<file path="config.mk">
export PLATFORM = sky130hd
export DESIGN_NAME = bridge_master_pipelined
export DESIGN_NICKNAME = d
export VERILOG_FILES = /design/src/rtl/bridge_master_pipelined.sv
export SDC_FILE = /design/constraint.sdc
export NUM_CORES = 1
export LEC_CHECK = 0
export BUFFER_PORTS_ARGS = -buffer_cell sky130_fd_sc_hd__buf_4
export CORE_AREA = 8 8 117 119
export CTS_CLUSTER_DIAMETER = 100
export DETAILED_ROUTE_END_ITERATION = 16
export DIE_AREA = 0 0 125 127
export GPL_TIMING_DRIVEN = 0
export PLACE_DENSITY = 0.79
export SLEW_MARGIN = 20
export SYNTH_ARGS = -nofsm -noshare
export SYNTH_HDL_FRONTEND = slang
export SYNTH_SLANG_ARGS = --single-unit
</file>
<file path="constraint.sdc">
create_clock -name clk -period 1.6 [get_ports clk]
set_input_delay 0.16 -clock clk [delete_from_list [all_inputs] [get_ports clk]]
set_output_delay 0.16 -clock clk [all_outputs]
set_load 0.03 [all_outputs]
</file>
<file path="src/rtl/bridge_master_pipelined.sv">
// ---------------------------------------------------------------------------
// bridge_master_pipelined
//   Fans one APF bridge host port out to NUM_LEAVES leaf ports, each owning a
//   disjoint inclusive address window [ADDR_FROM[i], ADDR_TO[i]]. A request
//   is latched on acceptance, strobed to its leaf one cycle later (ISSUE),
//   and for reads the leaf data is captured after RD_LATENCY[i] extra cycles
//   into a holding register that persists until the next read capture.
//   Unmapped accesses produce no strobe; unmapped reads return DEFAULT_RDATA.
//   Requests that arrive while a read is in flight are dropped.
//
//   Optional macro BRIDGE_MASTER_ERR_EN: enables a saturating 16-bit error
//   counter (unmapped accesses + dropped requests) and a sticky error flag.
//   Without it err_count/err_sticky are tied to 0.
//
// Ports
//   clk, reset            : bridge clock, synchronous active-high reset
//   bridge_endian_little  : constant ENDIAN_LITTLE
//   host_addr/wr/rd/wr_data : host request
//   host_rd_data          : held read result
//   busy                  : read in flight, new requests are dropped
//   leaf_addr/wr_data     : registered, shared by all leaves
//   leaf_wr/leaf_rd       : one-hot single-cycle strobes
//   leaf_rd_data          : per-leaf read data
//   err_count/err_sticky  : error statistics (see macro above)
// ---------------------------------------------------------------------------

// Per-leaf address window match. The unsigned offset trick folds the two
// bound compares into one and avoids constant compares when FROM is 0.
module bridge_master_pipelined_leaf #(
  parameter int                ADDR_W = 32,
  parameter logic [ADDR_W-1:0] FROM   = '0,
  parameter logic [ADDR_W-1:0] TO     = '1
) (
  input  logic [ADDR_W-1:0] addr,
  output logic              hit
);
  localparam logic [ADDR_W-1:0] SPAN = TO - FROM;
  logic [ADDR_W-1:0] ofs;
  assign ofs = addr - FROM;
  assign hit = (ofs <= SPAN);
endmodule

module bridge_master_pipelined #(
  parameter logic                                ENDIAN_LITTLE = 1'b0,
  parameter int                                  NUM_LEAVES    = 2,
  parameter int                                  ADDR_W        = 32,
  parameter int                                  DATA_W        = 32,
  parameter logic [NUM_LEAVES-1:0][ADDR_W-1:0]   ADDR_FROM     = {32'h1000_0000, 32'h0000_0000},
  parameter logic [NUM_LEAVES-1:0][ADDR_W-1:0]   ADDR_TO       = {32'h1000_FFFF, 32'h0000_0FFF},
  parameter logic [NUM_LEAVES-1:0][3:0]          RD_LATENCY    = '0,
  parameter logic [DATA_W-1:0]                   DEFAULT_RDATA = 32'hFFFF_FFFF
) (
  input  logic                                 clk,
  input  logic                                 reset,
  output logic                                 bridge_endian_little,
  input  logic [ADDR_W-1:0]                    host_addr,
  input  logic                                 host_wr,
  input  logic                                 host_rd,
  input  logic [DATA_W-1:0]                    host_wr_data,
  output logic [DATA_W-1:0]                    host_rd_data,
  output logic                                 busy,
  output logic [ADDR_W-1:0]                    leaf_addr,
  output logic [DATA_W-1:0]                    leaf_wr_data,
  output logic [NUM_LEAVES-1:0]                leaf_wr,
  output logic [NUM_LEAVES-1:0]                leaf_rd,
  input  logic [NUM_LEAVES-1:0][DATA_W-1:0]    leaf_rd_data,
  output logic [15:0]                          err_count,
  output logic                                 err_sticky
);

  localparam int SEL_W = (NUM_LEAVES > 1) ? $clog2(NUM_LEAVES) : 1;

  typedef enum logic [1:0] {IDLE, ISSUE, WAIT, CAPTURE} state_t;

  // -------------------------------------------------------------------------
  // Static configuration checks and per-leaf decoders
  // -------------------------------------------------------------------------
  if (NUM_LEAVES < 1 || NUM_LEAVES > 16) begin : g_bad_num
    $error("bridge_master_pipelined: NUM_LEAVES must be 1..16");
  end

  logic [NUM_LEAVES-1:0] hit;

  for (genvar i = 0; i < NUM_LEAVES; i++) begin : g_leaf
    bridge_master_pipelined_leaf #(
      .ADDR_W (ADDR_W),
      .FROM   (ADDR_FROM[i]),
      .TO     (ADDR_TO[i])
    ) u_dec (
      .addr (host_addr),
      .hit  (hit[i])
    );

    if (ADDR_TO[i] < ADDR_FROM[i]) begin : g_bad_range
      $error("bridge_master_pipelined: leaf range has to < from");
    end

    for (genvar j = i + 1; j < NUM_LEAVES; j++) begin : g_pair
      if (!((ADDR_TO[i] < ADDR_FROM[j]) || (ADDR_TO[j] < ADDR_FROM[i]))) begin : g_overlap
        $error("bridge_master_pipelined: leaf address ranges overlap");
      end
    end
  end

  // Ranges are disjoint, so at most one hit bit is set.
  logic [SEL_W-1:0] sel_now;
  logic             mapped_now;

  always_comb begin
    sel_now = '0;
    for (int i = 0; i < NUM_LEAVES; i++) begin
      if (hit[i]) sel_now = SEL_W'(i);
    end
  end

  assign mapped_now = |hit;

  // -------------------------------------------------------------------------
  // State
  // -------------------------------------------------------------------------
  state_t                 state_q, state_d;
  logic [ADDR_W-1:0]      leaf_addr_q, leaf_addr_d;
  logic [DATA_W-1:0]      leaf_wr_data_q, leaf_wr_data_d;
  logic [DATA_W-1:0]      host_rd_data_q, host_rd_data_d;
  logic [NUM_LEAVES-1:0]  leaf_wr_q, leaf_wr_d;
  logic [NUM_LEAVES-1:0]  leaf_rd_q, leaf_rd_d;
  logic [SEL_W-1:0]       sel_q, sel_d;
  logic                   mapped_q, mapped_d;
  logic                   is_rd_q, is_rd_d;
  logic [3:0]             cnt_q, cnt_d;

  logic       busy_int;
  logic       req;
  logic       accept;
  logic [3:0] lat_sel;

  // A write finishes in ISSUE, so only an outstanding read blocks the port.
  assign busy_int = is_rd_q && (state_q != IDLE);
  assign req      = host_wr | host_rd;
  assign accept   = req && !busy_int;
  assign lat_sel  = mapped_q ? RD_LATENCY[sel_q] : 4'd0;

  always_comb begin
    state_d        = state_q;
    leaf_addr_d    = leaf_addr_q;
    leaf_wr_data_d = leaf_wr_data_q;
    host_rd_data_d = host_rd_data_q;
    leaf_wr_d      = '0;
    leaf_rd_d      = '0;
    sel_d          = sel_q;
    mapped_d       = mapped_q;
    is_rd_d        = is_rd_q;
    cnt_d          = cnt_q;

    case (state_q)
      IDLE: ;
      ISSUE: begin
        if (is_rd_q) begin
          if (lat_sel == 4'd0) begin
            state_d = CAPTURE;
          end else begin
            cnt_d   = lat_sel;
            state_d = WAIT;
          end
        end else begin
          state_d = IDLE;
        end
      end
      WAIT: begin
        if (cnt_q <= 4'd1) begin
          cnt_d   = 4'd0;
          state_d = CAPTURE;
        end else begin
          cnt_d = cnt_q - 4'd1;
        end
      end
      CAPTURE: begin
        host_rd_data_d = mapped_q ? leaf_rd_data[sel_q] : DEFAULT_RDATA;
        state_d        = IDLE;
      end
      default: state_d = IDLE;
    endcase

    // Acceptance is possible in IDLE and in the ISSUE cycle of a write; it
    // overrides the case above so back-to-back writes chain through ISSUE.
    // Write wins when both strobes are present.
    if (accept) begin
      leaf_addr_d    = host_addr;
      leaf_wr_data_d = host_wr_data;
      sel_d          = sel_now;
      mapped_d       = mapped_now;
      is_rd_d        = !host_wr;
      leaf_wr_d      = host_wr ? hit : '0;
      leaf_rd_d      = host_wr ? '0 : hit;
      state_d        = ISSUE;
    end
  end

  always_ff @(posedge clk) begin
    if (reset) begin
      state_q        <= IDLE;
      leaf_addr_q    <= '0;
      leaf_wr_data_q <= '0;
      host_rd_data_q <= '0;
      leaf_wr_q      <= '0;
      leaf_rd_q      <= '0;
      sel_q          <= '0;
      mapped_q       <= 1'b0;
      is_rd_q        <= 1'b0;
      cnt_q          <= '0;
    end else begin
      state_q        <= state_d;
      leaf_addr_q    <= leaf_addr_d;
      leaf_wr_data_q <= leaf_wr_data_d;
      host_rd_data_q <= host_rd_data_d;
      leaf_wr_q      <= leaf_wr_d;
      leaf_rd_q      <= leaf_rd_d;
      sel_q          <= sel_d;
      mapped_q       <= mapped_d;
      is_rd_q        <= is_rd_d;
      cnt_q          <= cnt_d;
    end
  end

  // -------------------------------------------------------------------------
  // Error statistics
  // -------------------------------------------------------------------------
`ifdef BRIDGE_MASTER_ERR_EN
  logic [15:0] err_count_q, err_count_d;
  logic        err_sticky_q, err_sticky_d;
  logic        drop;
  logic        err_evt;

  // Dropped: anything arriving while busy, or the read half of a wr+rd pair.
  assign drop    = (req && busy_int) || (accept && host_wr && host_rd);
  assign err_evt = drop || (accept && !mapped_now);

  always_comb begin
    err_count_d  = err_count_q;
    err_sticky_d = err_sticky_q | err_evt;
    if (err_evt && (err_count_q != 16'hFFFF)) err_count_d = err_count_q + 16'd1;
  end

  always_ff @(posedge clk) begin
    if (reset) begin
      err_count_q  <= '0;
      err_sticky_q <= 1'b0;
    end else begin
      err_count_q  <= err_count_d;
      err_sticky_q <= err_sticky_d;
    end
  end

  assign err_count  = err_count_q;
  assign err_sticky = err_sticky_q;
`else
  assign err_count  = '0;
  assign err_sticky = 1'b0;
`endif

  assign bridge_endian_little = ENDIAN_LITTLE;
  assign host_rd_data         = host_rd_data_q;
  assign busy                 = busy_int;
  assign leaf_addr            = leaf_addr_q;
  assign leaf_wr_data         = leaf_wr_data_q;
  assign leaf_wr              = leaf_wr_q;
  assign leaf_rd              = leaf_rd_q;

endmodule

</file>
==> metrics.cfg <==
[yosys]
synth_compound_area_frac = 0.168
syn_area_sq_um = 4750
synth_cell_types = 39
synthArstFlopShare = 0
synth.area.top_cells = dfxtp_1, a21oi_2, mux2_2
synthXorXnorAreaFrac = 0.00553
ys_seq_area_frac = 0.459
synthAdderAreaFrac = 0.0132
syn_inst = 508
ys_warn_count = 0
synth_edf_count = 0
yosys.area_share.simple = 0.193
yosysTopAreaCell = dfxtp_1
yosys_most_used_dff = dfxtp_1
avgSynthCellArea_sq_um = 9.35
synth_top_family_by_area = simple AND/OR/NAND/NOR gates
synthMuxAreaShare = 0.0758
ys_seq_elements = 109
synth_top_area_frac = 0.459

[timing]
setup_ws_ps = 28.4
hold_slack_ps = 47.3
min_period_ps = 1570
fmax_mhz = 636
worst_slew_pin_slew_ps = 722
rsz0062_at_grt = true
relSlewSlack = 0.519
fin_crit_sh = 0.982
finClkSkew_ps = 5.58
slew_viol_final = 0
hold_viol_final = 0
setup_violations = 0

[routing]
drc = 0
drt-initial-drc-count = 201
wl_microns = 15300
wl_per_cell_microns = 16.4
vias_per_cell = 4.86
drt_pre_antenna_iters = 4
vias = 4523
antenna_left = 0

[clocking]
numCtsBuffers = 9
cts_tree = yes
clk_pin_slew_ps = 70
ctsHoldBuffers = 0
clock_sinks = 109
cts.htree.levels = 3
cts_root_buf = clkbuf_16
cts_buffer_depth = 2
clk-insertion-delay-late_ps = 340

[cells_and_area]
finalNetCount = 917
drive_gt1_frac = 0.570
area_delta_synth_final_pct = 55.4
stdcell_count = 931
final_util = 0.625
diodes = 0

[critical_path]
cp_max_fo = 6
cp_top_family = simple AND/OR/NAND/NOR gates
reg2regPathDepth = 8
cp_cell_sequence = inv_2 -> ha_4 -> nor2b_4 -> or2_4 -> clkbuf_16 -> clkbuf_16 -> nand2_2 -> a21oi_2
path_common_cell = clkbuf_16
crit_required_ps = 1860
cp.depth = 8
end_kind = flop
arrival_ps = 1830
critical_path_buf_inv_count = 3
crit_slowest_cell = dfxtp_4
cp-start-kind = flop
worstSetupPathType = flop to flop
slowest_delay_ps = 370

[floorplan]
dieArea_sq_um = 15900
chipHeight_microns = 127
rows = 40
core_area_sq_um = 11800
fp.dieW_microns = 125
start_util = 0.402
ios = 251

[placement]
hpwlAfterDp_microns = 11900
place_congestion = 0.783
portBuffers = 232
dpl.cell_count = 904
dp_slack_ps = -131

[global_route]
antenna_found_initial = 0
grt_overflow = 0
grt_pass1_vias = 4934
grt_pass1_wl_microns = 24000
grt_max_degree = 17
track_usage = 0.183

[hold_path]
hold_depth = 2
hold_class = input pin to flop

[power_and_ir_drop]
leakage_nw = 3.41
power_w = 0.00689
peakVddDrop_mv = 0.528
power_density_nw_per_um2 = 934

[flow_run]
cap_violations = 0

[status]
status = completed

-- worst register-to-register path, delay by kind of cell (launching register included) --
kind	cells	cell delay, ps
flops	1	370
buf+inv	3	380
compound gates	1	110
simple gates	3	480
fa+ha+maj	1	160
-- cell type report --
cell class | instances | area [sq um]
flip-flops and latches | 109 | 2190
inverters | 5 | 21.3
fillers | 998 | 4430
multi-input cells | 357 | 2310
clock inverters | 4 | 72.6
plain buffers | 53 | 402
well taps | 147 | 184
clock buffers | 11 | 243
repair buffers | 245 | 1960
-- path summary, 6_finish.rpt --
check	slack, ps	to	startpoint
worst max-delay path	30	leaf_addr[31]	state_q[1]
worst min-delay path	50	leaf_rd[1]	host_wr
worst max register to register	30	leaf_addr[31]	state_q[1]
worst min register to register	450	leaf_wr_data[10]	leaf_wr_data[10]
-- repair_timing --
| item | 4_1_cts | 5_1_grt |
|---|---|---|
| cloned | 0 | 7 |
| setup buffers | 1 | 5 |
| pin swaps | 1 | 46 |
| endpoints found under the setup margin | 81 | 95 |
| resized for setup | 12 | 20 |
-- state kept, by name (all words and copies together) (netlist names) --
| register | cells |
|---|---|
| is_rd_q | 1 |
| state_q | 2 |
| mapped_q | 1 |
| leaf_rd | 2 |
| sel_q | 1 |
| leaf_addr | 32 |
| cnt_q | 4 |
| leaf_wr | 2 |
| leaf_wr_data | 32 |
| host_rd_data | 32 |
-- cells by family (layout without fill, tap and decap cells) --
kind of cell | count (synthesis) | after routing
DFF | 109 | 109
other | 1 | 18
and+or+nand+nor | 191 | 191
xor gates and xnor gates | 3 | 3
AOI/OAI and AO/OA | 108 | 108
muxes | 32 | 32
buffers and inverters | 59 | 318
adders and majority gates | 5 | 5
-- through the flow --
| stage | setup TNS [ps] | instance area (sq um) |
|---|---|---|
| floorplan | 0 | 4820 |
| global placement | -1090 | 6750 |
| detailed placement | -4060 | 6750 |
| CTS | 0 | 7100 |
| global route | -1010 | 7380 |
| finish | 0 | 7380 |
-- Yosys cell counts, drive strengths merged (2+ instances only) --
master    n
and2      2
or2       2
o22ai    32
buf      37
xnor2     2
nor4      5
ha        5
dfxtp   109
nor2     40
a211o     2
mux2     32
nand2   130
o21bai    2
inv       5
clkbuf   17
nand4     2
a21oi    67
nor3      5
-- power breakdown --
part | switching, W | leakage, nW | internal [W]
combinational | 0.000830 | 2.36 | 0.000746
sequential | 0.000101 | 0.895 | 0.00285
clock | 0.000963 | 0.152 | 0.00141
-- layer usage --
metal  track usage  vias up  share of wire
met5             0        -              0
met4        0.0781        0          0.024
met3        0.0649       27          0.084
met2         0.324      176           0.49
met1         0.195     2101           0.40
li1              -     2219              -
-- layout by cell type (no fill, tap or decap), types with 2 or more instances in the layout --
cell type	instances
buf_4	258
dfxtp_1	106
nand2_1	80
a21oi_2	51
nand2_2	42
nor2_1	38
mux2_2	32
o22ai_1	32
conb_1	18
a21oi_1	16
clkbuf_16	16
clkbuf_1	13
buf_2	8
nand2_4	8
buf_12	6
clkbuf_2	4
nor4_1	4
nor3_1	4
inv_1	3
ha_1	3
nand4_1	2
and2_1	2
o21bai_1	2
xnor2_1	2
a211o_1	2
bufinv_16	2
dfxtp_4	2
No activity file was read; power rests on OpenSTA's default activity.
